[src/rtl/noc_port_arbiter.sv]
// Output-port arbiter: round-robin across input FIFOs with wormhole locking.
// Issues RD pulses, captures the returned flit and forwards it downstream.
module noc_port_arbiter #(
    parameter int NPORT = 5,
    parameter int W     = 16,
    parameter int GW    = 3
) (
    input  logic                 clk,
    input  logic                 rst,
    input  logic [NPORT-1:0]     req,
    input  logic [NPORT*W-1:0]   data_in,
    output logic [NPORT-1:0]     rd,
    input  logic                 dn_full,
    output logic [W-1:0]         out_flit,
    output logic                 out_valid,
    output logic [GW-1:0]        grant_id,
    output logic                 busy,
    output logic                 proto_err
);

    typedef enum logic [1:0] {IDLE, ISSUE, CAPT, LOCK} state_t;

    state_t               state, next_state;
    logic [GW-1:0]        rr_ptr, rr_ptr_d;
    logic [GW-1:0]        winner, grant_d;
    logic [GW:0]          scan_sum;
    logic [2*NPORT-1:0]   rot;
    logic                 found;
    logic                 first, first_d;
    logic                 req_g;
    logic [W-1:0]         cap, out_flit_d;
    logic [NPORT-1:0]     rd_d;
    logic                 out_valid_d, proto_err_d;

    // Rotate requests so bit 0 is rr_ptr, then take the first set bit.
    always_comb begin
        rot      = {req, req} >> rr_ptr;
        winner   = '0;
        found    = 1'b0;
        scan_sum = '0;
        for (int k = 0; k < NPORT; k++) begin
            if (!found && rot[k]) begin
                found    = 1'b1;
                scan_sum = {1'b0, rr_ptr} + (GW+1)'(k);
                if (scan_sum >= (GW+1)'(NPORT))
                    scan_sum = scan_sum - (GW+1)'(NPORT);
                winner   = scan_sum[GW-1:0];
            end
        end
    end

    always_comb begin
        req_g = 1'b0;
        cap   = '0;
        for (int i = 0; i < NPORT; i++) begin
            if (grant_id == GW'(i)) begin
                req_g = req[i];
                cap   = data_in[i*W +: W];
            end
        end
    end

    always_ff @(posedge clk or posedge rst) begin
        if (rst) begin
            state     <= IDLE;
            rd        <= '0;
            out_flit  <= '0;
            out_valid <= 1'b0;
            grant_id  <= '0;
            busy      <= 1'b0;
            proto_err <= 1'b0;
            rr_ptr    <= '0;
            first     <= 1'b1;
        end else begin
            state     <= next_state;
            rd        <= rd_d;
            out_flit  <= out_flit_d;
            out_valid <= out_valid_d;
            grant_id  <= grant_d;
            busy      <= (next_state != IDLE);
            proto_err <= proto_err_d;
            rr_ptr    <= rr_ptr_d;
            first     <= first_d;
        end
    end

    always_comb begin
        next_state = state;
        unique case (state)
            IDLE:    if (found && !dn_full) next_state = ISSUE;
            ISSUE:   next_state = CAPT;
            CAPT:    next_state = cap[W-2] ? IDLE : LOCK;
            LOCK:    if (req_g && !dn_full) next_state = ISSUE;
            default: next_state = IDLE;
        endcase
    end

    always_comb begin
        grant_d     = grant_id;
        first_d     = first;
        rr_ptr_d    = rr_ptr;
        out_flit_d  = out_flit;
        out_valid_d = 1'b0;
        proto_err_d = 1'b0;
        rd_d        = '0;
        unique case (state)
            IDLE: begin
                if (next_state == ISSUE) begin
                    grant_d = winner;
                    first_d = 1'b1;
                end
            end
            CAPT: begin
                out_flit_d  = cap;
                out_valid_d = 1'b1;
                proto_err_d = first ^ cap[W-1];
                first_d     = 1'b0;
                // Pointer only advances once the whole packet has gone.
                if (cap[W-2])
                    rr_ptr_d = (grant_id == GW'(NPORT-1)) ? '0
                                                          : grant_id + 1'b1;
            end
            default: ;
        endcase
        if (next_state == ISSUE)
            for (int i = 0; i < NPORT; i++)
                rd_d[i] = (grant_d == GW'(i));
    end

endmodule

[config.mk]
export PLATFORM = sky130hd
export DESIGN_NAME = noc_port_arbiter
export DESIGN_NICKNAME = d
export VERILOG_FILES = /design/src/rtl/noc_port_arbiter.sv
export SDC_FILE = /design/constraint.sdc
export NUM_CORES = 1
export LEC_CHECK = 0
export CORE_AREA = 3 3 121 94
export DETAILED_ROUTE_END_ITERATION = 10
export DIE_AREA = 0 0 124 97
export GPL_TIMING_DRIVEN = 0
export SLEW_MARGIN = 25
export SYNTH_ARGS = -nofsm -noshare
export SYNTH_HDL_FRONTEND = slang
export SYNTH_SLANG_ARGS = --single-unit
[constraint.sdc]
create_clock -name clk -period 3.2 [get_ports clk]
set_input_delay 0.64 -clock clk [delete_from_list [all_inputs] [get_ports clk]]
set_output_delay 0.64 -clock clk [all_outputs]
set_load 0.05 [all_outputs]
---- After elaboration in Yosys (flattened, before gate mapping) ----
Cells that the tools add are included.
word-level totals
  register bits ........................... 33
  bits of input ports ..................... 88
  output and inout bits ................... 27
  word-level logic and storage cells ...... 94
operators by class
  add/sub/neg operators ................... 10
  magnitude comparators ................... 5
  equal/unequal tests ..................... 13
  shift-type cells ........................ 1
  muxes and demuxes ....................... 37
  bitwise logic cells ..................... 1
  reductions and logical operators ........ 18
operators with widths
  cell                   number
  $mux W16               5
  $mux W3                13
  $ge A4 B3 Y1 const B   4
  $sub A3 B3 Y3 const B  5
  $mux W1                13
  $eq A3 B2 Y1 const B   4
  $shr A10 B3 Y5         1
  $add A3 B2 Y4 const B  2
  $pmux W2 S4            1
  $eq A3 B1 Y1 const B   2
  $eq A3 B3 Y1 const B   2
  $logic_and A1 B1 Y1    6
  $logic_not A3 Y1       2
  $mux W2                3
  $logic_not A1 Y1       5
  $mux W5                1
  $add A3 B1 Y4 const B  1
  $add A3 B3 Y4 const B  1
  $eq A2 B1 Y1 const B   2
  $eq A2 B2 Y1 const B   2
  $reduce_and A2 Y1      2
  $reduce_bool A2 Y1     2
  $add A3 B1 Y3 const B  1
  $ge A3 B3 Y1 const B   1
  other kinds (4)        4

---- Logic depth before layout (Yosys ltp) ----
  depth in word-level cells ............... 22
  mapped depth ............................ 12
  gate-level depth less buffers ........... 10

---- Worst setup path after synthesis ----
No wires, ideal clock.
  kind .................................... reg2reg
  from .................................... reg rr_ptr[0]
  to ...................................... reg rd[4]
  library setup time ...................... 0.095 ns
  arrival ................................. 2.479 ns
  required time ........................... 3.105 ns
  setup slack ............................. 0.626 ns
  cell stages (with the launch flop) ...... 12
  path buffers ............................ 2
  period minus slack after synthesis ...... 2.574 ns
  path through ............................ dfrtp_1 buf_6 buf_4 inv_2 ha_1 fa_1 o21ai_0 o2111ai_1 a211o_1 and3_1 o211ai_1 nor4b_2
on the way
  longest elaborated chain between the ends .. 22
  elaborated cells on any way between the ends .. 46
  classes of those cells .................. add/sub: 9; order compare: 5; eq/ne: 2; shift: 1; mux: 20; reduce/logical: 9
RTL lines
  element                 RTL line  source
  from (decl)             24        logic [GW-1:0] rr_ptr, rr_ptr_d;
  from (signal assigned)  82        rr_ptr <= rr_ptr_d;
  $shr A10 B3 Y5          37        rot = {req, req} >> rr_ptr;
  $mux W1                 42        if (!found && rot[k]) begin
  $logic_not A1 Y1        42
  $logic_and A1 B1 Y1     42
  $mux W1                 42
  $logic_not A1 Y1        42
  $logic_and A1 B1 Y1     42
  $mux W1                 42
  [7 not listed]          n/a
  $mux W2                 90        IDLE: if (found && !dn_full) next_state = ISSUE;
  $pmux W2 S4             89        unique case (state)
  $eq A2 B1 Y1            108, 125
  $mux W3                 108       if (next_state == ISSUE) begin
  $mux W3                 106       unique case (state)
  $eq A3 B3 Y1            127       rd_d[i] = (grant_d == GW'(i));
  $mux W5 (*)             125       if (next_state == ISSUE)
  net rd_d[4]             32        logic [NPORT-1:0] rd_d;
  to (signal assigned)    76        rd <= rd_d;
  to (decl)               12        output logic [NPORT-1:0] rd,
Mark *: on every way through the listed nets, which the timed path passes. The rest lies on a longest branch.
A chain may end at the register's enable or synchronous reset.

---- Worst setup path after layout ----
  from .................................... in req[3]
  to ...................................... reg rd[3]
on the way
  longest elaborated chain between the ends .. 22
  elaborated cells on any way between the ends .. 31
  classes of those cells .................. eq/ne: 2; shift: 1; mux: 18; reduce/logical: 10
RTL lines
  element              RTL line  source
  from (decl)          10        input logic [NPORT-1:0] req,
  $shr A10 B3 Y5       37
  $mux W1              42
  $logic_not A1 Y1     42
  $logic_and A1 B1 Y1  42
  $mux W1              42
  $logic_not A1 Y1     42
  $logic_and A1 B1 Y1  42
  $mux W1              42
  [7 not listed]       n/a
  $mux W2              90
  $pmux W2 S4          89
  $eq A2 B1 Y1         108, 125
  $mux W3              108
  $mux W3              106
  $eq A3 B2 Y1         127
  $mux W5 (*)          125
  net rd_d[3]          32
Marks and branches as above.

==> impl_metrics.csv <==
group,metric,value,unit
run_status,outcome,"completed",
critical_path,r2r_end,"out_flit[6]",
die,dieArea,0.0120,mm^2
clocking,tritoncts,"yes",
run,cap_violations,0,
yosys,syn_area,0.00306,mm^2
timing,grt_setup_unrepaired,"no",
power,power_frac_comb,71.2,%
clocking,clk_pin_slew_worst_paths,0.05,ns
drt,drtIter0Drc,311,
hold_path,min_to,"out_flit[11]",
critical_path,required,3.37,ns
yosys,syn-num-nets,490,
final_layout,drive_gt1_share,7.84,%
critical_path,crit_type,"in2reg",
hold_path,min_path_type,"reg2reg",
global_routing,grt_overflow,0,
placed_design,placed_cell_area,0.00436,mm^2
power,power_density,974,mW/mm^2
final_layout,multi_input_area,0.00204,mm^2
drt,routed_wl,11300,um
power,vdd_drop_max,265,uV
die,chipWidth,124,um
final_layout,ff_latch_area,827,um^2
drt,drc,0,
critical_path,cp-end-kind,"flop",
placed_design,gp_congestion,0.915,
critical_path,cp.arrival,3.16,ns
yosys,synthArstFlopShare,100,%
drt,antenna_left,0,
clocking,htree_num_levels,2,
final_layout,syn_to_final_growth,48.8,%
timing,hold_violations,0,
yosys,yosys.cell_types.count,62,
yosys,synth_seq_cells,33,
timing,fin_ws,0.213,ns
critical_path,worst_r2r_path_depth,8,
clocking,numCtsBuffers,5,
final_layout,stdcell_count,646,
yosys,syn_area_per_cell,7.89,um^2
clocking,insertion_delay,0.27,ns
drt,wire_per_inst,17.5,um
final_layout,final_area,0.00456,mm^2
timing,fin_crit,2.99,ns
power,p_seq_share,16.5,%
yosys,synth.top_cell.area_share,26.2,%
placed_design,dp.cells,637,
yosys,seq_area_frac_synth,27.0,%
critical_path,crit_path_max_fanout,10,
yosys,ys.flop_type,"dfrtp_1",
die,core,0.0102,mm^2
power,power_leakage,1.79,nW
power,switching_power,0.00229,W
critical_path,r2r_slack,0.30,ns
yosys,netlist_instances,388,
yosys,synthTopCellsByArea,"dfrtp_1 (26%), o21ai_0 (6.7%), nand2_1 (6.6%), ha_1 (5.3%), a222oi_1 (4.9%)",
critical_path,start_kind,"input port",
final_layout,layout.nets,611,
clocking,ctsLongestPathBuffers,2,
power,p_int,0.00215,W
timing,skew,0.00444,ns
critical_path,timing.rr.start,"grant_id[2]",
drt,vias_per_cell,5.26,
die,start_util,29.9,%
global_routing,grt_first_pass_wirelength,17800,um
drt,dr.pass1.iters,6,
clocking,cts_sinks,33,
drt,route.vias.total,3396,
timing,fmax,335,MHz
timing,finalSetupViolations,0,
die,num_io_pins,115,
placed_design,hpwl,9080,um
global_routing,first_global_vias,3250,
die,die_h,97,um
yosys,synth_edf_count,0,
global_routing,antenna_found_initial,0,
final_layout,fill_cells,1061,
yosys,yosysTopAreaCell,"dfrtp_1",
timing,maxSlewHeadroom,53.0,%
die,row_count,32,
hold_path,worstHoldStart,"out_flit[11]",
final_layout,diodes,0,
clocking,clock-root-buffer,"clkbuf_16",
hold_path,whs_path_depth,2,
global_routing,grt_max_degree,34,
power,p_clk_share,12.4,%
timing,slew_viol_final,0,
placed_design,portBuffers,113,
placed_design,dp_slack,-0.181,ns
timing,finalCritPeriodShare,93.3,%
timing,hold_slack,0.478,ns
yosys,yosys_warnings,0,
power,p_sw_share,51.7,%
timing,worst_pin_slew,0.705,ns
global_routing,grtUsageTotal,18.6,%
[registers in the layout, indices dropped and copies added, names as in the netlist]
name,count
busy,1
first,1
grant_id,3
out_flit,16
out_valid,1
proto_err,1
rd,5
rr_ptr,3
state,2
[layer usage]
metal	global-route usage, %	vias to the layer above	part of all wire, %
met5	0	-	0
met4	2.86	0	0.79
met3	2.63	7	6.7
met2	25.7	135	42
met1	30.5	1577	51
li1	-	1677	-
[placed cells by master (no fill, tap or decap), types with 10 or more instances in the layout]
cell type / instances
nor2_1: 34
ha_1: 13
a21oi_1: 27
a22oi_1: 15
a222oi_1: 15
clkbuf_1: 21
dfrtp_1: 32
clkdlybuf4s50_1: 113
o21ai_0: 41
nor2b_1: 10
nand2_1: 54
[final cells by class]
| cell class | count | area share, % |
|---|---|---|
| buffer | 32 | 3.40 |
| clock buffer | 7 | 3.13 |
| clock inverter | 1 | 0.659 |
| inverter | 14 | 1.15 |
| multi-input combinational | 309 | 44.8 |
| sequential | 33 | 18.1 |
| tap | 136 | 3.73 |
| timing repair buffer | 114 | 25.0 |
[power by group through the flow]
| stage | Sequential, W | Clock, W | Combinational [W] |
|---|---|---|---|
| 6_report | 0.000730 | 0.000549 | 0.00316 |
| 5_1_grt | 0.000747 | 0.000578 | 0.00347 |
| 4_1_cts | 0.000730 | 0.000556 | 0.00312 |
| 3_5_place_dp | 0.000735 | 0 | 0.00311 |
| 3_3_place_gp | 0.000730 | 0 | 0.00308 |
| 2_1_floorplan | 0.00108 | 0 | 0.00181 |
[critical path, cell delays in order]
cell	delay [ns]
clkdlybuf4s50_1	0.49
buf_2	0.23
nand2b_1	0.08
a32oi_1	0.40
nand2_1	0.23
a31oi_2	0.39
o32ai_1	0.15
a211o_2	0.32
a211oi_1	0.22
[synth_stat cells, types with 6 or more instances]
library cell / count
a222oi_1: 15
ha_1: 13
inv_1: 10
dfrtp_1: 32
nand2_1: 54
clkbuf_1: 21
a21oi_1: 27
nand3_1: 6
a211oi_1: 8
nor2b_1: 10
nand2b_1: 7
o31ai_1: 6
mux2i_1: 6
o21ai_0: 41
nor2_1: 34
a22oi_1: 15
buf_2: 6
[how the worst max path moves through the flow]
stage / to / slack, ns / depth (start not counted) / start
3_5_place_dp: rd[0] / -0.18 / 10 / req[1]
4_1_cts: rd[0] / 0.09 / 10 / req[1]
3_3_place_gp: rd[0] / -0.13 / 8 / req[0]
5_1_grt: rd[4] / 0.03 / 11 / rr_ptr[1]
2_1_floorplan: rd[4] / 0.63 / 11 / rr_ptr[0]
6_report: rd[3] / 0.21 / 9 / req[3]
[timing repair]
item,in CTS,in global routing
endpoints found under the setup margin,0,5
buffers inserted,0,1
resized for setup,0,4
hold endpoints to repair,0,0
hold buffers,0,0
[cell families after synthesis]
logic type / share of synthesized area [%]
and+or+nand+nor: 21.6
xor gates and xnor gates: 2.00
AOI/OAI and AO/OA: 30.7
adders and majority gates: 5.97
buffers and inverters: 6.74
DFF: 27.0
muxes: 6.01
[per-stage QoR]
stage / total power (W) / util (%) / setup TNS (ns)
floorplan: 0.00289 / - / 0
global placement: 0.00381 / 42.6 / -0.583
detailed placement: 0.00384 / 42.6 / -0.907
CTS: 0.00441 / 44.3 / 0
global route: 0.00479 / 44.5 / 0
finish: 0.00444 / 44.5 / 0
(Power assumes the default switching activity.)
==> edit: new RTL, config.mk and constraints unchanged <==
Encoding of `state_t`: now one-hot (4 bits for 4 states).
--- a/src/rtl/noc_port_arbiter.sv
+++ b/src/rtl/noc_port_arbiter.sv
@@ -19,5 +19,5 @@
 );
 
-    typedef enum logic [1:0] {IDLE, ISSUE, CAPT, LOCK} state_t;
+    typedef enum logic [3:0] {IDLE = 4'b0001, ISSUE = 4'b0010, CAPT = 4'b0100, LOCK = 4'b1000} state_t;
 
     state_t               state, next_state;
Formal check against the unedited RTL: no difference found for any inputs over 10 cycles, from zero or initial values and one cycle with rst high; not proved beyond that.
==> edit against the unedited design <==
  * Non-clock buffer count up 1
  * Wire length fell by 4.2%
  * Critical path depth grew 2
  * Setup slack got worse by 0.083 ns
  * Sequential cell count grew 2
  * Final area is 0.49% lower
  * Total power increased by 4.5%
  * Synthesized area is essentially flat
  * Clock skew is 0.0011 ns higher
  * Maximum frequency is 2.7% lower
  * Sequential power up 7.0%
  * Utilization shrank 0.22 points
  * Global-route usage decreased by 0.55 points
  * Count of clock-buffer cells in the layout decreased by 1
  * Critical endpoint is now rd[2]
  * Largest cell class unchanged
  * Largest power group unchanged
==> edit: results (changes against the unedited design) <==
| Metric | Value |
|---|---|
| Min-delay src | out_flit[14] (was out_flit[11]) |
| Mux share of post-synthesis cell area | 0.06994 (was 0.06007) |
| Status | finished clean (unchanged) |
| Seq pwr share | 0.168 (was 0.165) |
| Adder-Cell Fraction of Synth Area | 0.05971 (was 0.05966) |
| Internal power | 2.221 mW (was 2.146 mW) |
| Crit-path max FO | 11 (was 10) |
| CP max-delay cell | or4_1 (was clkdlybuf4s50_1) |
| Hold endpoint | out_flit[14] (was out_flit[11]) |
| Register area share after synthesis | 0.2871 (was 0.2701) |
| Pwr Density | 1023 nW/um^2 (was 974.0 nW/um^2) |
| First-pass GRT wire length | 17,080 microns (was 17,780 microns) |
| Smallest hold slack | 0.4781 ns (was 0.4776 ns) |
| Fraction of layout cells with a size suffix above 1 | 0.08283 (was 0.07843) |
| Post-synth top cells | 46 x nand2_1, 44 x o21ai_0, 34 x nor2_1, 33 x dfrtp_1, 20 x a221oi_1 (was 54 x nand2_1, 41 x o21ai_0, 34 x nor2_1, 32 x dfrtp_1, 27 x a21oi_1) |
| Gr usage total | 0.1804 (was 0.1859) |
| Port bufs | 114 (was 113) |
| Worst Tran Pin Value | 0.6878 ns (was 0.7046 ns) |
| Dpl cell area | 4370 sq um (was 4363 sq um) |
| Placed cell count | 622 (was 637) |
| Peak VDD IR | 0.0003220 V (was 0.0002646 V) |
| Count of non-filler cells in the finished layout | 631 (was 646) |
| Largest cells by area after synthesis | dfrtp_1 27%, o21ai_0 7.2%, a221oi_1 5.7% (was dfrtp_1 26%, o21ai_0 6.7%, nand2_1 6.6%) |
| Vias in the first global route | 3,223 (was 3,250) |
| Largest net degree at the start of global routing | 36 (was 34) |
| Final Wtd Congestion | 0.8869 (was 0.9146) |
| Fin nets | 596 (was 611) |
| Fraction of synthesized cell area in xor and xnor cells | 0.01145 (was 0.02002) |
| Wire length per cell | 17.16 microns (was 17.50 microns) |
-- edit: cell count changes after synthesis, moves of 4 or more --
cell      change
a222oi_1     -15
mux2i_1       +6
a22oi_1      -14
nand2_1       -8
a221oi_1     +18
o311ai_0     +16
xnor2_1       -4
a211oi_1      -4
a21oi_1      -20
-- edit: cell type report --
class,count,area [sq um]
plain buffers,32,166.4
flip-flops and latches,35,878.3
fillers,1044,5715
clock buffers,6,128.9
multi-input cells,292,1981
clock inverters,2,12.51
repair buffers,115,1149
inverters,13,48.80
well taps,136,170.2
-- edit: per-layer routing --
metal / part of all wire / track usage / vias up
met5: 0 / 0 / -
met3: 0.051 / 0.02864 / 10
met4: 0.012 / 0.03620 / 0
met1: 0.51 / 0.2847 / 1631
li1: - / - / 1630
met2: 0.43 / 0.2563 / 97
